$ cat config.mk
export PLATFORM = sky130hd
export DESIGN_NAME = commit_trace_buf_flat
export DESIGN_NICKNAME = d
export VERILOG_FILES = /design/src/rtl/commit_trace_pkg.sv /design/src/rtl/commit_trace_buf_if.sv /design/src/rtl/trace_fifo.sv /design/src/rtl/commit_trace_buf.sv /design/src/flat_wrapper.sv
export SDC_FILE = /design/constraint.sdc
export NUM_CORES = 2
export LEC_CHECK = 0
export CORE_MARGIN = 8
export CORE_UTILIZATION = 56
export CTS_BUF_LIST = sky130_fd_sc_hd__clkbuf_16
export CTS_CLUSTER_DIAMETER = 40
export DETAILED_ROUTE_END_ITERATION = 8
export PLACE_DENSITY_LB_ADDON = 0.25
export SYNTH_ARGS = -nofsm -noshare
export SYNTH_HDL_FRONTEND = slang
export SYNTH_SLANG_ARGS = --single-unit
$ cat constraint.sdc
create_clock -name clk -period 12.93 [get_ports clk]
set_clock_uncertainty 0.15 [all_clocks]
set_input_delay 1.293 -clock clk [delete_from_list [all_inputs] [get_ports clk]]
set_output_delay 1.293 -clock clk [all_outputs]
set_load 0.1 [all_outputs]
$ cat src/rtl/commit_trace_pkg.sv
// rtl/commit_trace_pkg.sv - shared types, constants and word formatter for the commit trace buffer
package commit_trace_pkg;

    typedef struct packed {
        logic [31:0] pc;
        logic [31:0] inst;
        logic        halt;
        logic        reg_we;
        logic [4:0]  reg_wa;
        logic [31:0] reg_wd;
        logic        dmem_we;
        logic [31:0] dmem_wa;
        logic [31:0] dmem_wd;
    } commit_rec_t;

    localparam int TRACE_WORDS = 6;
    localparam int FLG_HALT    = 31;
    localparam int FLG_REG_WE  = 30;
    localparam int FLG_DMEM_WE = 29;

    typedef enum logic {
        ST_IDLE,
        ST_SEND
    } ser_state_t;

    function automatic logic [31:0] trace_word(commit_rec_t r, logic [2:0] idx);
        logic [31:0] flags;
        flags              = '0;
        flags[FLG_HALT]    = r.halt;
        flags[FLG_REG_WE]  = r.reg_we;
        flags[FLG_DMEM_WE] = r.dmem_we;
        flags[4:0]         = r.reg_wa;
        case (idx)
            3'd0:    return r.pc;
            3'd1:    return r.inst;
            3'd2:    return flags;
            3'd3:    return r.reg_wd;
            3'd4:    return r.dmem_wa;
            default: return r.dmem_wd;
        endcase
    endfunction

endpackage

$ cat src/rtl/commit_trace_buf_if.sv
// rtl/commit_trace_buf_if.sv - commit port and trace word stream bundle
interface commit_trace_buf_if;
    logic        commit;
    logic [31:0] commit_pc;
    logic [31:0] commit_inst;
    logic        commit_halt;
    logic        commit_reg_we;
    logic [4:0]  commit_reg_wa;
    logic [31:0] commit_reg_wd;
    logic        commit_dmem_we;
    logic [31:0] commit_dmem_wa;
    logic [31:0] commit_dmem_wd;
    logic        out_valid;
    logic [31:0] out_data;
    logic        out_last;
    logic        out_ready;

    // master: CPU commit side plus trace sink; slave: the trace buffer
    modport master (
        output commit, commit_pc, commit_inst, commit_halt,
        output commit_reg_we, commit_reg_wa, commit_reg_wd,
        output commit_dmem_we, commit_dmem_wa, commit_dmem_wd,
        output out_ready,
        input  out_valid, out_data, out_last
    );

    modport slave (
        input  commit, commit_pc, commit_inst, commit_halt,
        input  commit_reg_we, commit_reg_wa, commit_reg_wd,
        input  commit_dmem_we, commit_dmem_wa, commit_dmem_wd,
        input  out_ready,
        output out_valid, out_data, out_last
    );
endinterface

$ cat src/rtl/trace_fifo.sv
// rtl/trace_fifo.sv - synchronous FIFO of commit records with occupancy count
module trace_fifo
    import commit_trace_pkg::*;
#(
    parameter int DEPTH = 16
) (
    input  logic                     clk,
    input  logic                     rst,
    input  logic                     push,
    input  commit_rec_t              wdata,
    input  logic                     pop,
    output commit_rec_t              rdata,
    output logic [$clog2(DEPTH):0]   count,
    output logic                     full,
    output logic                     empty
);
    localparam int AW = $clog2(DEPTH);
    localparam int CW = AW + 1;

    commit_rec_t   mem [DEPTH];
    logic [AW-1:0] wr_ptr_q, wr_ptr_d;
    logic [AW-1:0] rd_ptr_q, rd_ptr_d;
    logic [CW-1:0] count_q, count_d;

    always_comb begin
        wr_ptr_d = wr_ptr_q + AW'(push);
        rd_ptr_d = rd_ptr_q + AW'(pop);
        count_d  = count_q + CW'(push) - CW'(pop);
    end

    always_ff @(posedge clk or negedge rst) begin
        if (!rst) begin
            wr_ptr_q <= '0;
            rd_ptr_q <= '0;
            count_q  <= '0;
        end else begin
            wr_ptr_q <= wr_ptr_d;
            rd_ptr_q <= rd_ptr_d;
            count_q  <= count_d;
        end
    end

    // Storage carries no reset; validity is tracked by the pointers alone.
    always_ff @(posedge clk) begin
        if (push) begin
            mem[wr_ptr_q] <= wdata;
        end
    end

    assign rdata = mem[rd_ptr_q];
    assign count = count_q;
    assign full  = (count_q == CW'(DEPTH));
    assign empty = (count_q == '0);
endmodule

$ cat src/rtl/commit_trace_buf.sv
// rtl/commit_trace_buf.sv - buffers CPU commit records and replays each as a six-word trace stream
// Optional: COMMIT_TRACE_FILTER_EN keeps only records that write a register, write memory or halt.
module commit_trace_buf
    import commit_trace_pkg::*;
#(
    parameter int DEPTH = 16,
    parameter int AFULL = 2
) (
    input  logic                clk,
    input  logic                rst,
    commit_trace_buf_if.slave   tif,
    output logic                stall_hint,
    output logic                overflow,
    output logic [15:0]         drop_cnt,
    output logic                halted
);
    localparam int         CW       = $clog2(DEPTH) + 1;
    localparam logic [2:0] LAST_IDX = 3'(TRACE_WORDS - 1);

    commit_rec_t   in_rec;
    commit_rec_t   head_rec;
    logic [CW-1:0] count;
    logic          full;
    logic          empty;
    logic          wants;
    logic          push;
    logic          pop;
    logic          drop;

    ser_state_t    state_q, state_d;
    logic [2:0]    idx_q, idx_d;
    logic          out_valid_q, out_valid_d;
    logic          out_last_q, out_last_d;
    logic          overflow_q, overflow_d;
    logic [15:0]   drop_cnt_q, drop_cnt_d;
    logic          halted_q, halted_d;

    always_comb begin
        in_rec         = '0;
        in_rec.pc      = tif.commit_pc;
        in_rec.inst    = tif.commit_inst;
        in_rec.halt    = tif.commit_halt;
        in_rec.reg_we  = tif.commit_reg_we;
        in_rec.reg_wa  = tif.commit_reg_wa;
        in_rec.reg_wd  = tif.commit_reg_wd;
        in_rec.dmem_we = tif.commit_dmem_we;
        in_rec.dmem_wa = tif.commit_dmem_wa;
        in_rec.dmem_wd = tif.commit_dmem_wd;
    end

`ifdef COMMIT_TRACE_FILTER_EN
    assign wants = tif.commit && !halted_q &&
                   (tif.commit_reg_we || tif.commit_dmem_we || tif.commit_halt);
`else
    assign wants = tif.commit && !halted_q;
`endif

    // A record leaving on this edge frees its slot for a same-edge commit.
    assign pop  = (state_q == ST_SEND) && out_valid_q && tif.out_ready && (idx_q == LAST_IDX);
    assign push = wants && (!full || pop);
    assign drop = wants && full && !pop;

    trace_fifo #(.DEPTH(DEPTH)) u_fifo (
        .clk   (clk),
        .rst   (rst),
        .push  (push),
        .wdata (in_rec),
        .pop   (pop),
        .rdata (head_rec),
        .count (count),
        .full  (full),
        .empty (empty)
    );

    always_comb begin
        state_d     = state_q;
        idx_d       = idx_q;
        out_valid_d = out_valid_q;
        out_last_d  = out_last_q;
        case (state_q)
            ST_IDLE: begin
                if (!empty) begin
                    state_d     = ST_SEND;
                    idx_d       = '0;
                    out_valid_d = 1'b1;
                    out_last_d  = 1'b0;
                end
            end
            ST_SEND: begin
                if (out_valid_q && tif.out_ready) begin
                    if (idx_q == LAST_IDX) begin
                        idx_d      = '0;
                        out_last_d = 1'b0;
                        // Stay in SEND if a record remains after this pop, counting a same-edge push.
                        if (count > CW'(1) || push) begin
                            state_d = ST_SEND;
                        end else begin
                            state_d     = ST_IDLE;
                            out_valid_d = 1'b0;
                        end
                    end else begin
                        idx_d      = idx_q + 3'd1;
                        out_last_d = ((idx_q + 3'd1) == LAST_IDX);
                    end
                end
            end
            default: begin
                state_d     = ST_IDLE;
                out_valid_d = 1'b0;
                out_last_d  = 1'b0;
            end
        endcase
    end

    always_ff @(posedge clk or negedge rst) begin
        if (!rst) begin
            state_q     <= ST_IDLE;
            idx_q       <= '0;
            out_valid_q <= 1'b0;
            out_last_q  <= 1'b0;
        end else begin
            state_q     <= state_d;
            idx_q       <= idx_d;
            out_valid_q <= out_valid_d;
            out_last_q  <= out_last_d;
        end
    end

    always_comb begin
        overflow_d = overflow_q | drop;
        drop_cnt_d = drop_cnt_q;
        if (drop && drop_cnt_q != 16'hFFFF) begin
            drop_cnt_d = drop_cnt_q + 16'd1;
        end
        halted_d = halted_q | (push && tif.commit_halt);
    end

    always_ff @(posedge clk or negedge rst) begin
        if (!rst) begin
            overflow_q <= 1'b0;
            drop_cnt_q <= '0;
            halted_q   <= 1'b0;
        end else begin
            overflow_q <= overflow_d;
            drop_cnt_q <= drop_cnt_d;
            halted_q   <= halted_d;
        end
    end

    // Head record and index are both registered, so the word holds steady while stalled.
    assign tif.out_data  = out_valid_q ? trace_word(head_rec, idx_q) : 32'h0;
    assign tif.out_valid = out_valid_q;
    assign tif.out_last  = out_last_q;
    assign stall_hint    = ((DEPTH - int'(count)) <= AFULL);
    assign overflow      = overflow_q;
    assign drop_cnt      = drop_cnt_q;
    assign halted        = halted_q;
endmodule

$ cat src/flat_wrapper.sv
// flat-port wrapper written by rule: the top's interface ports become plain ports
module commit_trace_buf_flat import commit_trace_pkg::*;
#(
    parameter int DEPTH = 16,
    parameter int AFULL = 2
)
  (clk, rst, stall_hint, overflow, drop_cnt, halted, tif_commit, tif_commit_pc, tif_commit_inst, tif_commit_halt, tif_commit_reg_we, tif_commit_reg_wa, tif_commit_reg_wd, tif_commit_dmem_we, tif_commit_dmem_wa, tif_commit_dmem_wd, tif_out_ready, tif_out_valid, tif_out_data, tif_out_last);
  commit_trace_buf_if tif_i ();
  input  logic clk;
  input  logic rst;
  output logic stall_hint;
  output logic overflow;
  output logic [15:0] drop_cnt;
  output logic halted;
  input wire logic [$bits(tif_i.commit)-1:0] tif_commit;
  input wire logic [$bits(tif_i.commit_pc)-1:0] tif_commit_pc;
  input wire logic [$bits(tif_i.commit_inst)-1:0] tif_commit_inst;
  input wire logic [$bits(tif_i.commit_halt)-1:0] tif_commit_halt;
  input wire logic [$bits(tif_i.commit_reg_we)-1:0] tif_commit_reg_we;
  input wire logic [$bits(tif_i.commit_reg_wa)-1:0] tif_commit_reg_wa;
  input wire logic [$bits(tif_i.commit_reg_wd)-1:0] tif_commit_reg_wd;
  input wire logic [$bits(tif_i.commit_dmem_we)-1:0] tif_commit_dmem_we;
  input wire logic [$bits(tif_i.commit_dmem_wa)-1:0] tif_commit_dmem_wa;
  input wire logic [$bits(tif_i.commit_dmem_wd)-1:0] tif_commit_dmem_wd;
  input wire logic [$bits(tif_i.out_ready)-1:0] tif_out_ready;
  output wire logic [$bits(tif_i.out_valid)-1:0] tif_out_valid;
  output wire logic [$bits(tif_i.out_data)-1:0] tif_out_data;
  output wire logic [$bits(tif_i.out_last)-1:0] tif_out_last;
  assign tif_i.commit = tif_commit;
  assign tif_i.commit_pc = tif_commit_pc;
  assign tif_i.commit_inst = tif_commit_inst;
  assign tif_i.commit_halt = tif_commit_halt;
  assign tif_i.commit_reg_we = tif_commit_reg_we;
  assign tif_i.commit_reg_wa = tif_commit_reg_wa;
  assign tif_i.commit_reg_wd = tif_commit_reg_wd;
  assign tif_i.commit_dmem_we = tif_commit_dmem_we;
  assign tif_i.commit_dmem_wa = tif_commit_dmem_wa;
  assign tif_i.commit_dmem_wd = tif_commit_dmem_wd;
  assign tif_i.out_ready = tif_out_ready;
  assign tif_out_valid = tif_i.out_valid;
  assign tif_out_data = tif_i.out_data;
  assign tif_out_last = tif_i.out_last;
  commit_trace_buf #(.DEPTH(DEPTH), .AFULL(AFULL)) u_core (.clk(clk), .rst(rst), .tif(tif_i), .stall_hint(stall_hint), .overflow(overflow), .drop_cnt(drop_cnt), .halted(halted));
endmodule
# Word-level counts from Yosys, hierarchy flattened
# Memories as Yosys holds them, arrays and structs flattened.
# Index checks and enable logic that the tools add are counted.
[classes]
n_mux = 22
n_eq_ne = 12
magnitude_cmp = 2
bitwise_logic = 3
reduce_logical = 19
n_addsub = 7
[op_table]
columns = ["op", "n"]
rows = [
  ["$pmux W32 S5", 1],
  ["$le A32 B3 Y1 const B", 1],
  ["$mux W32", 1],
  ["$add A16 B1 Y16 const B", 1],
  ["$ne A16 B16 Y1 const B", 1],
  ["$mux W1", 13],
  ["$logic_and A1 B1 Y1", 10],
  ["$eq A3 B3 Y1 const B", 3],
  ["$mux W3", 3],
  ["$add A4 B1 Y4", 2],
  ["$ne A2 B2 Y1 const B", 4],
  ["$eq A3 B2 Y1 const B", 2],
  ["$pmux W1 S2", 3],
  ["$pmux W3 S2", 1],
  ["$sub A5 B5 Y6 const A", 1],
  ["$add A5 B1 Y5", 1],
  ["$eq A5 B5 Y1 const B", 1],
  ["$gt A5 B1 Y1 const B", 1],
  ["$logic_not A5 Y1", 1],
  ["$sub A5 B1 Y5", 1],
  ["$reduce_and A4 Y1", 1],
  ["$add A3 B1 Y3 const B", 1],
  ["$eq A3 B1 Y1 const B", 1],
  ["$logic_not A1 Y1", 3],
  ["other kinds (5)", 7],
]
[totals]
register_bits = 37
ramBits = 2688
mem_count = 1
word_cells = 76
[mem_list]
columns = ["memory", "depth", "word_bits", "read_ports", "rd_ports_with_merged_regs", "write_ports", "line", "text"]
rows = [
  ["u_core.u_fifo.mem", 16, 168, 1, 0, 1, "trace_fifo.sv:20", "commit_rec_t mem [DEPTH];"],
]

# Longest topological paths before layout
[logic_depth]
ltp_word = 10
mapped_depth = 18

# Hierarchy
# From an unflattened synthesis, not the netlist that was laid out.
[unflattened]
cells_unflattened = 5189
hier_area_um2 = 106519.7
[modules_own_cells]
columns = ["module", "area_each_um2", "seq_area_each_um2", "cells_per_inst", "instances"]
rows = [
  ["trace_fifo", 103787.0, 81042.7, 4890, 1],
  ["commit_trace_buf", 2732.6, 600.6, 299, 1],
]

# Least setup slack after synthesis
# Ideal clock, no wire load.
[synth_path]
kind = "input port to flip-flop"
start = "input port tif_out_ready"
end = "memory u_core.u_fifo.mem[0][0] (netlist bit), enable pin"
t_arrival_ns = 13.717
t_required_ns = 11.879
path_stages = 6
slack_ns = -1.838
setup_ns = 0.901
cell_sequence = "nand4b_1 -> o21ai_0 -> and3_1 -> buf_2 -> or3b_2 -> nor3_1"
[synth_via]
elab_chain_len = 6
[synth_lines]
columns = ["element", "line", "text"]
rows = [
  ["start: declaration", "flat_wrapper.sv:25", "input wire logic [$bits(tif_i.out_ready)-1:0] tif_out_ready;"],
  ["$logic_and A1 B1 Y1 (2 in a row)", "commit_trace_buf.sv:59", "assign pop = (state_q == ST_SEND) && out_valid_q && tif.out_ready && (idx_q == LAST_IDX);"],
  ["$logic_or A1 B1 Y1", "commit_trace_buf.sv:60", "assign push = wants && (!full || pop);"],
  ["$logic_and A1 B1 Y1", "commit_trace_buf.sv:60", ""],
  ["$mux W1", "trace_fifo.sv:45", "if (push) begin"],
  ["$mux W1 (implied by the code)", "trace_fifo.sv:46", "mem[wr_ptr_q] <= wdata;"],
  ["end: declaration", "trace_fifo.sv:20", ""],
]
# No other way between the ends.

# Final worst setup path
[layout_path]
start = "register u_core.u_fifo.rd_ptr_q[2]"
end = "output port tif_out_data[16]"
[layout_via]
elab_chain_len = 3
[layout_lines]
columns = ["element", "line", "text"]
rows = [
  ["start: declaration", "trace_fifo.sv:22", "logic [AW-1:0] rd_ptr_q, rd_ptr_d;"],
  ["start signal: assignment", "trace_fifo.sv:38", "rd_ptr_q <= rd_ptr_d;"],
  ["$mem_v2 Z16 W168", "--", ""],
  ["$pmux W32 S5", "commit_trace_pkg.sv:33", "case (idx)"],
  ["$mux W32", "commit_trace_buf.sv:151", "assign tif.out_data = out_valid_q ? trace_word(head_rec, idx_q) : 32'h0;"],
  ["end: declaration", "flat_wrapper.sv:27", "output wire logic [$bits(tif_i.out_data)-1:0] tif_out_data;"],
]
# No other way between the ends.

==> impl_results.md <==
- Cell Area, Synth: 0.105 mm^2
- Largest net degree at the start of global routing: 119
- Mapped Avg Cell Area: 21.5 um^2
- Hold path endpoint: u_core.overflow
- DRT antenna net count: 0
- Worst hold start: u_core.overflow
- Primary FF master, synth: edfxtp_1
- Vias in the first global route: 52700
- Post-Synth Adder-Cell Area: 0.258%
- Cells after Synth: 4879
- Synth area leaders: edfxtp_1, mux4_2, mux2i_1
- Final TNS setup: 0 ns
- CTS tree: yes
- Worst min path class: reg -> reg
- Clock Latency Late Sink: 0.92 ns
- Lkg Pwr: 38.7 nW
- Setup Slack @ Placement: 5.72 ns
- Clock root cell: clkbuf_16
- Critical path class: reg -> out
- Die H: 448 um
- Worst r2r src: u_core.tif.out_valid
- # DRC: 0
- DP Area: 0.110 mm^2
- Largest fanout on the critical path: 106
- Max-slew violation count: 0
- Flops & latches, synth: 2725
- Core area: 0.186 mm^2
- Gr ovfl total: 0
- Setup WS post-layout: 4.72 ns
- RD Place Congestion: 0.767
- PortBufs: 224
- H-tree levels: 5
- Starting density of the core: 56.4%
- Count of final setup violators: 0
- Drt pass-1 iters: 5
- Synth Area in XOR/XNOR: 0.201%
- Total Power: 26.0 mW
- Share of cells above drive strength 1: 22.3%
- Slew at the pin closest to its max-slew limit: 1.30 ns
- Row cnt: 158
- Final cell count without fillers: 8044
- Pwr/cell area: 215 mW/mm^2
- # IOs: 225
- Synth cell count leaders: edfxtp_1, mux4_2, mux2i_1
- First-pass GRT wire length: 375 mm
- Run status: completed
- Via count: 52100
- Async set-or-reset flop fraction in the synthesized netlist: 1.36%
- Post-synthesis sequential area ratio: 78.0%
- Final instance area: 0.121 mm^2
- Post-synthesis cell type count: 68
- CP endpoint kind: output port
- Die X-Extent: 448 um
- Simple-Gate Fraction of Synth Area: 1.59%
- Placed insts: 7423
- CTS clk-pin slew, worst paths: 0.05 ns
- DP HPWL: 135 mm
- Hold_buf cts: 0
- Max-Cap Viols: 0
- Compound-cell area share of the yosys netlist: 3.48%
- Setup Buffers After CTS: 0
- Critical Path Start Type: flip-flop
- Syn-to-layout area delta: 15.3%
- Hold depth: 1
- Drt total wl: 264 mm
- Sink Count: 2725
- R2R Path End: u_core.u_fifo.mem[0][144]
- EDFF count, synth: 2688
- # resized after CTS: 0
- DR WL/cell: 32.8 um
- Arrival @ worst endpoint: 6.77 ns
- Synth Warn #: 0
- Top-count cell post-synth: edfxtp_1
- Nets: 5477
- Max transition margin: 10.9%
- Main combinational cell family by area after synthesis: multiplexers
- CTS Buf Count: 339
- Synth area leader: edfxtp_1
- Initial antenna violation count: 64
- Crit path time final: 8.21 ns
- Worst EP required: 11.49 ns
- Die outline area: 0.201 mm^2
- Setup repair after global routing missed its margin: no
- Final Hold Vio Count: 0
- Syn_nets: 5072
- Reg2reg setup slack: 7.13 ns
- CTS Buffer Depth: 4
- Reg2reg path depth: 8
- Final Cycle Share: 63.5%
- Worst vdd ir: 0.327 mV
- Vias/cell: 6.48
- Total track usage: 26.0%
- Post-synth top area share: 77.1%
- Multiplexer share of the synthesized area: 14.9%
- FMAX: 122 MHz
- Detailed Route Iter0 Violations: 6219
[report_power, final]
group	switching [mW]	internal, mW
clock network	3.65	5.46
logic	4.37	2.66
registers	0.151	9.73
total	8.17	17.8
[worst max-delay path: stages, from the launching register on]
cell             delay [ns]
dfrtp_4                0.88
buf_12                 0.53
buf_4                  0.86
buf_4                  0.88
mux4_2                 0.36
a22oi_1                0.10
a21oi_1                0.24
nor2_1                 0.15
a21oi_1                0.30
clkdlybuf4s50_1        1.22
[layout by cell type, fill, tap and decap left out, types with 10 or more instances in the layout]
cell,netlist,final
a31oi_1,24,24
xnor2_1,16,16
o21ai_0,28,28
nand2_1,102,102
a21oi_1,152,151
o22ai_1,43,43
bufinv_16,0,30
ha_1,20,20
clkinv_4,0,34
diode_2,0,33
nand2b_1,14,12
nor2b_1,26,22
a211oi_1,17,17
inv_6,0,34
a2111oi_0,27,18
nand3_1,70,70
a221oi_1,12,12
buf_12,1,15
mux2_2,55,55
dfrtp_1,37,32
clkinvlp_4,0,25
edfxtp_1,2688,2688
nor2_4,0,14
buf_4,42,99
and3_1,12,12
clkdlybuf4s50_1,0,223
mux2i_1,377,377
clkinv_1,0,29
o21ai_1,10,10
inv_8,0,11
a22oi_1,199,199
nor2_1,62,48
clkinv_2,0,38
inv_1,13,54
clkbuf_16,0,342
mux4_2,500,500
[stage by stage]
step           hold slack, ns  util [%]
3_5_place_dp            0.312      59.1
3_3_place_gp            0.303      59.1
4_1_cts                 0.326      65.0
5_1_grt                 0.341      65.0
6_report                0.324      65.1
2_1_floorplan           0.351         -
[worst max path at each step]
stage	cells after the start	start	end	slack [ns]
floorplan	6	tif_out_ready	u_core.u_fifo.mem[12][0]	2.68
global placement	9	u_core.u_fifo.rd_ptr_q[0]	tif_out_data[24]	4.87
detailed placement	9	u_core.u_fifo.rd_ptr_q[2]	tif_out_data[16]	5.72
CTS	9	u_core.u_fifo.rd_ptr_q[2]	tif_out_data[16]	4.70
global route	8	u_core.u_fifo.rd_ptr_q[0]	tif_out_data[3]	4.46
finish	9	u_core.u_fifo.rd_ptr_q[2]	tif_out_data[16]	4.72
[layer usage]
metal | up-vias | GRT usage (%) | part of all wire, %
li1 | 21400 | - | -
met1 | 27400 | 34.8 | 38
met2 | 2762 | 41.2 | 48
met3 | 531 | 7.07 | 10
met4 | 32 | 10.2 | 3.7
met5 | - | 0 | 0.080
[cell type report]
class,count,area [um^2]
fill,11900,64900
multi-input combinational,1864,21700
timing repair buffer,340,3290
clock inverter,246,2330
tap,2480,3100
clock buffer,342,8560
inverter,14,52.6
antenna,33,82.6
sequential,2725,81700
[flip-flops by register name, summed over array words and instances, names as in the netlist]
| signal | flops |
|---|---|
| u_core.u_fifo.mem | 2688 |
| u_core.drop_cnt | 16 |
| u_core.u_fifo.count | 5 |
| u_core.u_fifo.rd_ptr_q | 4 |
| u_core.u_fifo.wr_ptr_q | 4 |
| u_core.idx_q | 3 |
| u_core.halted | 1 |
| u_core.overflow | 1 |
| u_core.state_q | 1 |
| u_core.tif.out_last | 1 |
| u_core.tif.out_valid | 1 |
[cell families (layout without fill, tap and decap cells)]
family / after synthesis / in the layout
xor gates and xnor gates: 24 / 24
DFF: 2725 / 2725
and+or+nand+nor: 340 / 340
adders and majority gates: 21 / 21
AOI/OAI and AO/OA: 547 / 547
muxes: 932 / 932
buffers and inverters: 290 / 942
other: 0 / 33
Note: power is estimated with default switching activity, not from simulation.
